$ cat src/rtl/led_matrix_scanner.sv
// led_matrix_scanner
// Time-multiplexed driver for the spectrum analyzer LED bar-graph matrix.
// Accepts one bar-graph frame per valid/ready handshake into a pending
// buffer, commits it to the display buffer only at a frame boundary (no
// tearing), overlays a per-band peak-hold dot with timed decay, and scans the
// matrix one column at a time with a blanking gap before every column.
//
// Ports:
//   clk          system clock
//   rst_n        asynchronous active-low reset
//   leds_in      frame; bit b*COLUMN_HEIGHT+j is band b, row j (row 0 = bottom)
//   frame_valid  leds_in holds a new frame
//   frame_ready  block can accept a frame (registered, = !pending_full)
//   col_sel      one-hot active-high column enable (0 while blanking)
//   row_data     active-high row drive for the selected column
//   frame_done   one-cycle pulse in the first blank cycle of a new frame
module led_matrix_scanner #(
  parameter int N_BANDS          = 8,
  parameter int COLUMN_HEIGHT    = 16,
  parameter int SCAN_DIV         = 6250,
  parameter int BLANK_CYCLES     = 2,
  parameter int PEAK_HOLD_FRAMES = 16
) (
  input  logic                               clk,
  input  logic                               rst_n,
  input  logic [N_BANDS*COLUMN_HEIGHT-1:0]   leds_in,
  input  logic                               frame_valid,
  output logic                               frame_ready,
  output logic [N_BANDS-1:0]                 col_sel,
  output logic [COLUMN_HEIGHT-1:0]           row_data,
  output logic                               frame_done
);

  localparam int PW   = $clog2(COLUMN_HEIGHT + 1);
  localparam int HW   = $clog2(PEAK_HOLD_FRAMES + 1);
  localparam int CMAX = (SCAN_DIV > BLANK_CYCLES) ? SCAN_DIV : BLANK_CYCLES;
  localparam int CW   = $clog2(CMAX + 1);
  localparam int SW   = (N_BANDS > 1) ? $clog2(N_BANDS) : 1;
  localparam int FW   = N_BANDS * COLUMN_HEIGHT;

  typedef enum logic {BLANK, DRIVE} state_t;

  state_t                    state, state_n;
  logic [CW-1:0]             cnt, cnt_n;
  logic [SW-1:0]             col, col_n;
  logic                      boundary;

  logic [FW-1:0]             pending, display, disp_n;
  logic                      pending_full, pending_full_n;
  logic                      xfer, commit;

  logic [PW-1:0]             peak   [N_BANDS];
  logic [PW-1:0]             peak_n [N_BANDS];
  logic [HW-1:0]             hold   [N_BANDS];
  logic [HW-1:0]             hold_n [N_BANDS];
  logic [PW-1:0]             lvl    [N_BANDS];
  logic [COLUMN_HEIGHT-1:0]  row_n;

  // Index of highest set bit + 1; tolerates non-thermometer columns.
  function automatic logic [PW-1:0] level_of(input logic [COLUMN_HEIGHT-1:0] c);
    logic [PW-1:0] l;
    l = '0;
    for (int j = 0; j < COLUMN_HEIGHT; j++)
      if (c[j]) l = PW'(j + 1);
    return l;
  endfunction

  function automatic logic [COLUMN_HEIGHT-1:0] dot_of(input logic [PW-1:0] p);
    logic [COLUMN_HEIGHT-1:0] d;
    d = '0;
    if (p != '0) d = COLUMN_HEIGHT'(1) << (p - PW'(1));
    return d;
  endfunction

  // Scan sequencer: BLANK for BLANK_CYCLES, then DRIVE for SCAN_DIV.
  always_ff @(posedge clk or negedge rst_n) begin
    if (!rst_n) begin
      state <= BLANK;
      cnt   <= '0;
      col   <= '0;
    end else begin
      state <= state_n;
      cnt   <= cnt_n;
      col   <= col_n;
    end
  end

  always_comb begin
    state_n  = state;
    cnt_n    = cnt + CW'(1);
    col_n    = col;
    boundary = 1'b0;
    case (state)
      BLANK: begin
        if (cnt == CW'(BLANK_CYCLES - 1)) begin
          state_n = DRIVE;
          cnt_n   = '0;
        end
      end
      DRIVE: begin
        if (cnt == CW'(SCAN_DIV - 1)) begin
          state_n = BLANK;
          cnt_n   = '0;
          if (col == SW'(N_BANDS - 1)) begin
            col_n    = '0;
            boundary = 1'b1;
          end else begin
            col_n = col + SW'(1);
          end
        end
      end
      default: begin
        state_n = BLANK;
        cnt_n   = '0;
      end
    endcase
  end

  // Frame buffering. A full pending buffer holds ready low, so a transfer
  // and a commit can never land in the same cycle.
  assign xfer   = frame_valid && frame_ready;
  assign commit = boundary && pending_full;
  assign disp_n = commit ? pending : display;

  always_comb begin
    pending_full_n = pending_full;
    if (commit) pending_full_n = 1'b0;
    if (xfer)   pending_full_n = 1'b1;
  end

  // Peak hold/decay, evaluated on the freshly committed display contents.
  always_comb begin
    for (int b = 0; b < N_BANDS; b++) begin
      lvl[b]    = level_of(disp_n[b*COLUMN_HEIGHT +: COLUMN_HEIGHT]);
      peak_n[b] = peak[b];
      hold_n[b] = hold[b];
      if (boundary) begin
        if (lvl[b] >= peak[b]) begin
          peak_n[b] = lvl[b];
          hold_n[b] = HW'(PEAK_HOLD_FRAMES);
        end else if (hold[b] != '0) begin
          hold_n[b] = hold[b] - HW'(1);
        end else begin
          peak_n[b] = peak[b] - PW'(1);
        end
      end
    end
  end

  // Column image; col_n/registers are stable during DRIVE since the
  // boundary update always happens on entry to BLANK.
  always_comb begin
    row_n = display[int'(col_n)*COLUMN_HEIGHT +: COLUMN_HEIGHT] | dot_of(peak[col_n]);
  end

  always_ff @(posedge clk or negedge rst_n) begin
    if (!rst_n) begin
      pending      <= '0;
      pending_full <= 1'b0;
      display      <= '0;
      frame_ready  <= 1'b1;
      frame_done   <= 1'b0;
      col_sel      <= '0;
      row_data     <= '0;
      for (int b = 0; b < N_BANDS; b++) begin
        peak[b] <= '0;
        hold[b] <= '0;
      end
    end else begin
      if (xfer) pending <= leds_in;
      pending_full <= pending_full_n;
      display      <= disp_n;
      frame_ready  <= !pending_full_n;
      frame_done   <= boundary;
      for (int b = 0; b < N_BANDS; b++) begin
        peak[b] <= peak_n[b];
        hold[b] <= hold_n[b];
      end
      if (state_n == DRIVE) begin
        col_sel  <= N_BANDS'(1) << col_n;
        row_data <= row_n;
      end else begin
        col_sel  <= '0;
        row_data <= '0;
      end
    end
  end

endmodule

$ cat config.mk
export PLATFORM = sky130hd
export DESIGN_NAME = led_matrix_scanner
export DESIGN_NICKNAME = d
export VERILOG_FILES = /design/src/rtl/led_matrix_scanner.sv
export SDC_FILE = /design/constraint.sdc
export NUM_CORES = 1
export LEC_CHECK = 0
export ABC_CLOCK_PERIOD_IN_PS = 14800
export CORE_MARGIN = 3
export CORE_UTILIZATION = 50
export CTS_BUF_LIST = sky130_fd_sc_hd__clkbuf_16
export CTS_CLUSTER_SIZE = 28
export DETAILED_ROUTE_END_ITERATION = 8
export MAX_ROUTING_LAYER = met4
export PLACE_DENSITY = 0.7
export SYNTH_ARGS = -nofsm -noshare
export SYNTH_HDL_FRONTEND = slang
export SYNTH_SLANG_ARGS = --single-unit
$ cat constraint.sdc
create_clock -name clk -period 14.8 [get_ports clk]
set_clock_uncertainty 0.2 [all_clocks]
set_input_delay 2.96 -clock clk [delete_from_list [all_inputs] [get_ports clk]]
set_output_delay 2.96 -clock clk [all_outputs]
set_load 0.1 [all_outputs]
After elaboration in Yosys (flattened, before gate mapping). Index checks and enable logic that the tools add are counted.

Register bits after elaboration: 380. Input port bits: 131. Output and inout port bits: 26. Logic and storage cells: 288.

Add/subtract/negate cells: 19. $lt $le $gt $ge: 9. Equality and inequality tests: 11. Shift-type cells: 3. Multiplexer cells: 181. Bitwise gates (word level): 3. Reductions and logical operators: 36.

Operator list (number): 5-bit two-way mux (154); 128-bit two-way mux (1); 128-bit by 8-bit indexed part select with 16-bit output (1); 5-bit by 1-bit subtractor with 5-bit output (second input constant) (17); 5-bit nonzero test (9); 5-bit >= comparator (8); 16-bit two-way mux (2); 2-bit AND reduction (16); 13-bit two-way mux (2); 13-bit case mux with 2 select lines (1); 2-bit != test (second input constant) (8); 16-bit bitwise OR (1); 2-bit nonzero test (8); 1-bit by 5-bit << shifter with 16-bit output (first input constant) (1); 5-bit binary-select mux with 3-bit select (1); 1-bit two-way mux (15); 13-bit by 1-bit adder with 13-bit output (second input constant) (1); 13-bit by 1-bit equality test with 1-bit output (second input constant) (1); 13-bit equality test (second input constant) (1); 3-bit two-way mux (3); 8-bit two-way mux (1); 1-bit by 3-bit << shifter with 8-bit output (first input constant) (1); 4-bit >= comparator (second input constant) (1); 3-bit inverter with 4-bit output (1); 6 further kinds (7).

Longest topological paths before layout.
Depth in word-level cells: 25. Depth in mapped cells: 24. Mapped depth without buffers: 20.

Least setup slack after synthesis. OpenSTA, ideal clock, no wires.

Kind: register -> register. Start point: register cnt[1]. End point: register hold[14] (netlist bit). Library setup time: 0.133 ns. Arrival: 4.584 ns. Data required time: 14.467 ns. Path slack: 9.883 ns. Stages on the path, launching flop included: 21. Path buffers: 3. Period minus slack after synthesis: 4.917 ns. Cell sequence: dfrtp_1 inv_1 ha_1 or3b_2 clkbuf_1 nor4_4 clkbuf_1 mux2_2 o31ai_1 a31oi_1 o21ai_0 nand2_1 ha_1 nand2b_1 a21o_1 a21o_1 a21o_1 a21oi_1 clkbuf_1 o41a_1 o21ai_0.

Elaborated cells between the ends (all ways): 25. Those cells by class: 1 x order compare; 1 x eq/ne; 20 x mux; 3 x reduce/logical.

RTL lines: start: declaration (RTL line 44) `logic [CW-1:0] cnt, cnt_n;`; start signal: assignment (RTL line 83) `cnt <= cnt_n;`; 13-bit equality test * (RTL line 101) `if (cnt == CW'(SCAN_DIV - 1)) begin`; 1-bit two-way mux * (RTL line 101); 1-bit two-way mux * (RTL line 93) `case (state)`; 1-bit logical AND * (RTL line 122) `assign commit = boundary && pending_full;`; 128-bit two-way mux * (RTL line 123) `assign disp_n = commit ? pending : display;`; named net disp_n[87] (RTL line 48) `logic [FW-1:0] pending, display, disp_n;`; 5-bit two-way mux * (9 in series) (RTL line 64) `if (c[j]) l = PW'(j + 1);`; 5-bit >= comparator * (RTL line 138) `if (lvl[b] >= peak[b]) begin`; 2-bit nonzero test (no line); 2-bit AND reduction (no line); end signal: indexed assignment (RTL line 177) `hold[b] <= hold_n[b];`; end: declaration (RTL line 54) `logic [HW-1:0] hold [N_BANDS];`.

The timed path passes the listed nets; every way through them passes the cells marked *. A chain may end at the register's enable or synchronous reset.

Worst setup path in the final report.
Start point: register cnt[7]. End point: register peak[16] (netlist bit).

Elaborated cells between the ends (all ways): 25. Those cells by class: 1 x order compare; 2 x eq/ne; 20 x mux; 2 x reduce/logical.

RTL lines: 13-bit equality test * (RTL line 101); 1-bit two-way mux * (RTL line 101); 1-bit two-way mux * (RTL line 93); 1-bit logical AND * (RTL line 122); 128-bit two-way mux * (RTL line 123); named net disp_n[71] (RTL line 48); 5-bit two-way mux * (9 in series) (RTL line 64); 5-bit >= comparator (RTL line 138); 2-bit != test (no line); 2-bit AND reduction (no line); end signal: indexed assignment (RTL line 176) `peak[b] <= peak_n[b];`; end: declaration (RTL line 52) `logic [PW-1:0] peak [N_BANDS];`.

Marked as above.

==> flow_metrics.py <==
metrics = {
    "die": {
        "core.rowCount": 72,
        "die_area_um2": 42700,
        "die_w_um": 207,
        "io_pins": 157,
        "die_y_um": 207,
        "start_util": 0.514,
        "core_area_um2": 39200,
    },
    "timing": {
        "tns_ns": 0,
        "whs_ns": 0.299,
        "setup_viol": 0,
        "tightest_slew_ns": 1.27,
        "maxSlewHeadroom": 0.154,
        "hold_viol": 0,
        "period_needed_ns": 6.90,
        "max_freq_mhz": 145,
        "rsz0062_at_grt": "false",
        "report.final.slew_viol_count": 0,
        "fin_crit_sh": 0.466,
    },
    "detailed_routing": {
        "ant_nets": 0,
        "viasPerCell": 6.00,
        "initialDrtViolationCount": 1880,
        "vias": 17300,
        "wl_um": 57300,
        "post_drt_wl_per_cell_um": 19.9,
        "drcViolationCount": 0,
        "drt-pass1-iter-count": 6,
    },
    "critical_path": {
        "rrSetupSlack_ns": 7.90,
        "worst-path-max-fanout": 71,
        "crit_start": "cnt[7]",
        "critPathCaptureType": "register",
        "critical_path_class": "register to register",
        "critPathArrivalTime_ns": 7.15,
        "timing.rr.start": "cnt[7]",
        "crit_path_end": "peak[16]",
        "start_kind": "register",
        "cp.required_ns": 15.05,
        "reg2reg_depth": 19,
        "regToRegEndpoint": "peak[16]",
    },
    "cts": {
        "cts-root-buf": "clkbuf_16",
        "cts_buffers": 42,
        "cts_max_level": 2,
        "cts.reportedPaths.clkPinSlew_ns": 0.06,
        "clock_latency_ns": 0.59,
        "cts_tree": "built",
        "cts.sinks": 380,
        "cts_resized": 0,
        "post-cts-setup-buffer-count": 0,
        "clk_path_buf_depth": 3,
        "cts_hold_buffers": 0,
    },
    "global_routing": {
        "grt_use_total": 0.278,
        "grt_pass1_wl_um": 90800,
        "overflow": 0,
        "grt_antenna_before_repair": 0,
        "grt_start_max_net_pins": 89,
        "grt_pass1_vias": 16700,
    },
    "synthesis": {
        "async_flop_share": 1.00,
        "ys.flop_type": "dfrtp_1",
        "syn_area_um2": 20200,
        "synth.distinct_cells": 71,
        "ys_seq_area_frac": 0.472,
        "synthCells": 2218,
        "ys_warn_count": 0,
        "synth_nets": 2417,
        "synth_seq_cells": 380,
        "synth_edf_count": 0,
        "synth.avg_cell_area_um2": 9.09,
    },
    "power": {
        "power_uw": 2090,
        "leakage_uw": 0.0111,
        "vdd_drop_max_mv": 0.0787,
        "power_density_nw_per_um2": 89.4,
    },
    "cells_and_area": {
        "drive_gt1_frac": 0.102,
        "nets": 2529,
        "final_cells": 2882,
        "syn2layout_area_growth_pct": 16.1,
        "final_cell_mix": "nand2_1 (458), dfrtp_1 (379), clkdlybuf4s50_1 (155)",
        "layout_commonest_cell": "nand2_1",
        "utilization": 0.597,
    },
    "placement": {
        "hpwlAfterDp_um": 40000,
        "place_inst": 2804,
        "gp_congestion": 0.977,
        "portBuffers": 156,
    },
    "worst_hold_path": {
        "hold_class": "register to register",
    },
    "run_status": {
        "outcome": "finished, final reports clean",
    },
    "run": {
        "maxCapViolCount": 0,
    },
}
==> how the worst min path moves through the flow <==
stage            startpoint           end  slack (ns)  depth (start not counted)
2_1_floorplan       cnt[10]       cnt[10]        0.25                          1
3_3_place_gp   pending[112]  display[112]        0.28                          2
3_5_place_dp    pending[96]   display[96]        0.29                          2
4_1_cts         pending[96]   display[96]        0.30                          2
5_1_grt         pending[80]   display[80]        0.32                          2
6_report        pending[96]   display[96]        0.30                          2
==> cell type report <==
type / instances / area, um^2
Antenna cell: 1 / 2.50
Clock buffer: 42 / 1050
Clock inverter: 35 / 245
Fill cell: 3350 / 15800
Inverter: 107 / 402
Multi-Input combinational cell: 1625 / 9840
Sequential cell: 380 / 9510
Tap cell: 518 / 648
Timing Repair Buffer: 174 / 1700
==> cells in the mapped netlist, types with 5 or more instances <==
| cell type | count | area share |
|---|---|---|
| and3_1 | 16 | 0.0050 |
| nand4_1 | 17 | 0.0053 |
| a31oi_1 | 28 | 0.0087 |
| o41ai_1 | 5 | 0.0022 |
| nor4_1 | 7 | 0.0022 |
| or3_1 | 16 | 0.0050 |
| o2bb2ai_1 | 10 | 0.0043 |
| xnor2_1 | 5 | 0.0022 |
| o41a_1 | 5 | 0.0028 |
| o211ai_1 | 17 | 0.0063 |
| nor4b_1 | 8 | 0.0035 |
| nor2_1 | 133 | 0.025 |
| nand2b_1 | 29 | 0.0090 |
| a211oi_1 | 7 | 0.0026 |
| o31ai_1 | 16 | 0.0060 |
| ha_1 | 68 | 0.042 |
| o21bai_1 | 15 | 0.0056 |
| inv_1 | 104 | 0.019 |
| a21boi_0 | 8 | 0.0030 |
| dfrtp_1 | 379 | 0.47 |
| nor3_1 | 100 | 0.025 |
| a21o_1 | 28 | 0.010 |
| o21ai_1 | 14 | 0.0035 |
| o21ai_0 | 140 | 0.035 |
| nand3_1 | 35 | 0.0087 |
| clkbuf_1 | 91 | 0.017 |
| or4b_2 | 8 | 0.0040 |
| nand2_1 | 459 | 0.085 |
| mux2_2 | 134 | 0.075 |
| nor2b_1 | 17 | 0.0053 |
| mux2i_1 | 18 | 0.0089 |
| a21oi_1 | 147 | 0.037 |
| buf_2 | 12 | 0.0030 |
| and2_1 | 5 | 0.0016 |
| or4_1 | 8 | 0.0030 |
| xor2_1 | 6 | 0.0026 |
| o22ai_1 | 24 | 0.0075 |
| o221ai_1 | 23 | 0.010 |
==> power by group <==
part / switching, uW / total (uW) / internal [uW] / leakage [uW]
registers: 0 / 1040 / 1040 / 0.00527
clock network: 440 / 995 / 555 / 0.000673
logic: 26.7 / 57.5 / 30.8 / 0.00513
total: 467 / 2090 / 1620 / 0.0111
==> sequential cells by signal, summed over array words and instances (netlist names) <==
signal and cells:
peak 40, display 128, pending_full 1, row_data 16
hold 40, pending 128, state 1, col 3
frame_done 1, cnt 13, col_sel 8, frame_ready 1
==> cell families (layout without fill, tap and decap cells) <==
group           Yosys count  count (layout)  share of synthesized area
simple gates            870             870                      0.193
compound gates          520             520                      0.159
flops                   380             380                      0.472
buf+inv                 213             358                     0.0410
mux                     156             156                     0.0875
fa+ha+maj                68              68                     0.0422
xor+xnor                 11              11                    0.00478
other cells               0               1                          0
==> layer usage <==
| metal | vias up | share of wire | wire length (um) | GRT usage |
|---|---|---|---|---|
| met2 | 735 | 0.46 | 26200 | 0.421 |
| met3 | 121 | 0.071 | 4090 | 0.0387 |
| li1 | 8040 | - | - | - |
| met1 | 8400 | 0.44 | 25200 | 0.388 |
| met4 | 0 | 0.032 | 1830 | 0.0946 |
| met5 | - | 0 | 0 | - |
==> per-stage QoR <==
stage                     area (um^2)  setup slack, ns
final                           23400             7.90
after global routing            23400             7.36
after detailed placement        22100             8.10
after floorplan                 20200             9.88
after CTS                       23400             8.10
after global placement          22100             8.26
==> critical path: stages (launching register included) <==
cell,delay (ns)
dfrtp_1,0.42
or4_1,0.71
nor4_4,0.35
buf_4,0.66
buf_4,0.61
mux2_2,0.41
o31ai_1,0.30
a31oi_1,0.13
o21ai_0,0.28
nand2_1,0.12
ha_1,0.28
nand2b_1,0.14
a21o_1,0.17
a21o_1,0.17
a21o_1,0.17
a21oi_1,0.98
nand2_1,0.24
nor3_1,0.22
a21oi_1,0.07
o41ai_1,0.07
Note: power is estimated with default switching activity, not from simulation.
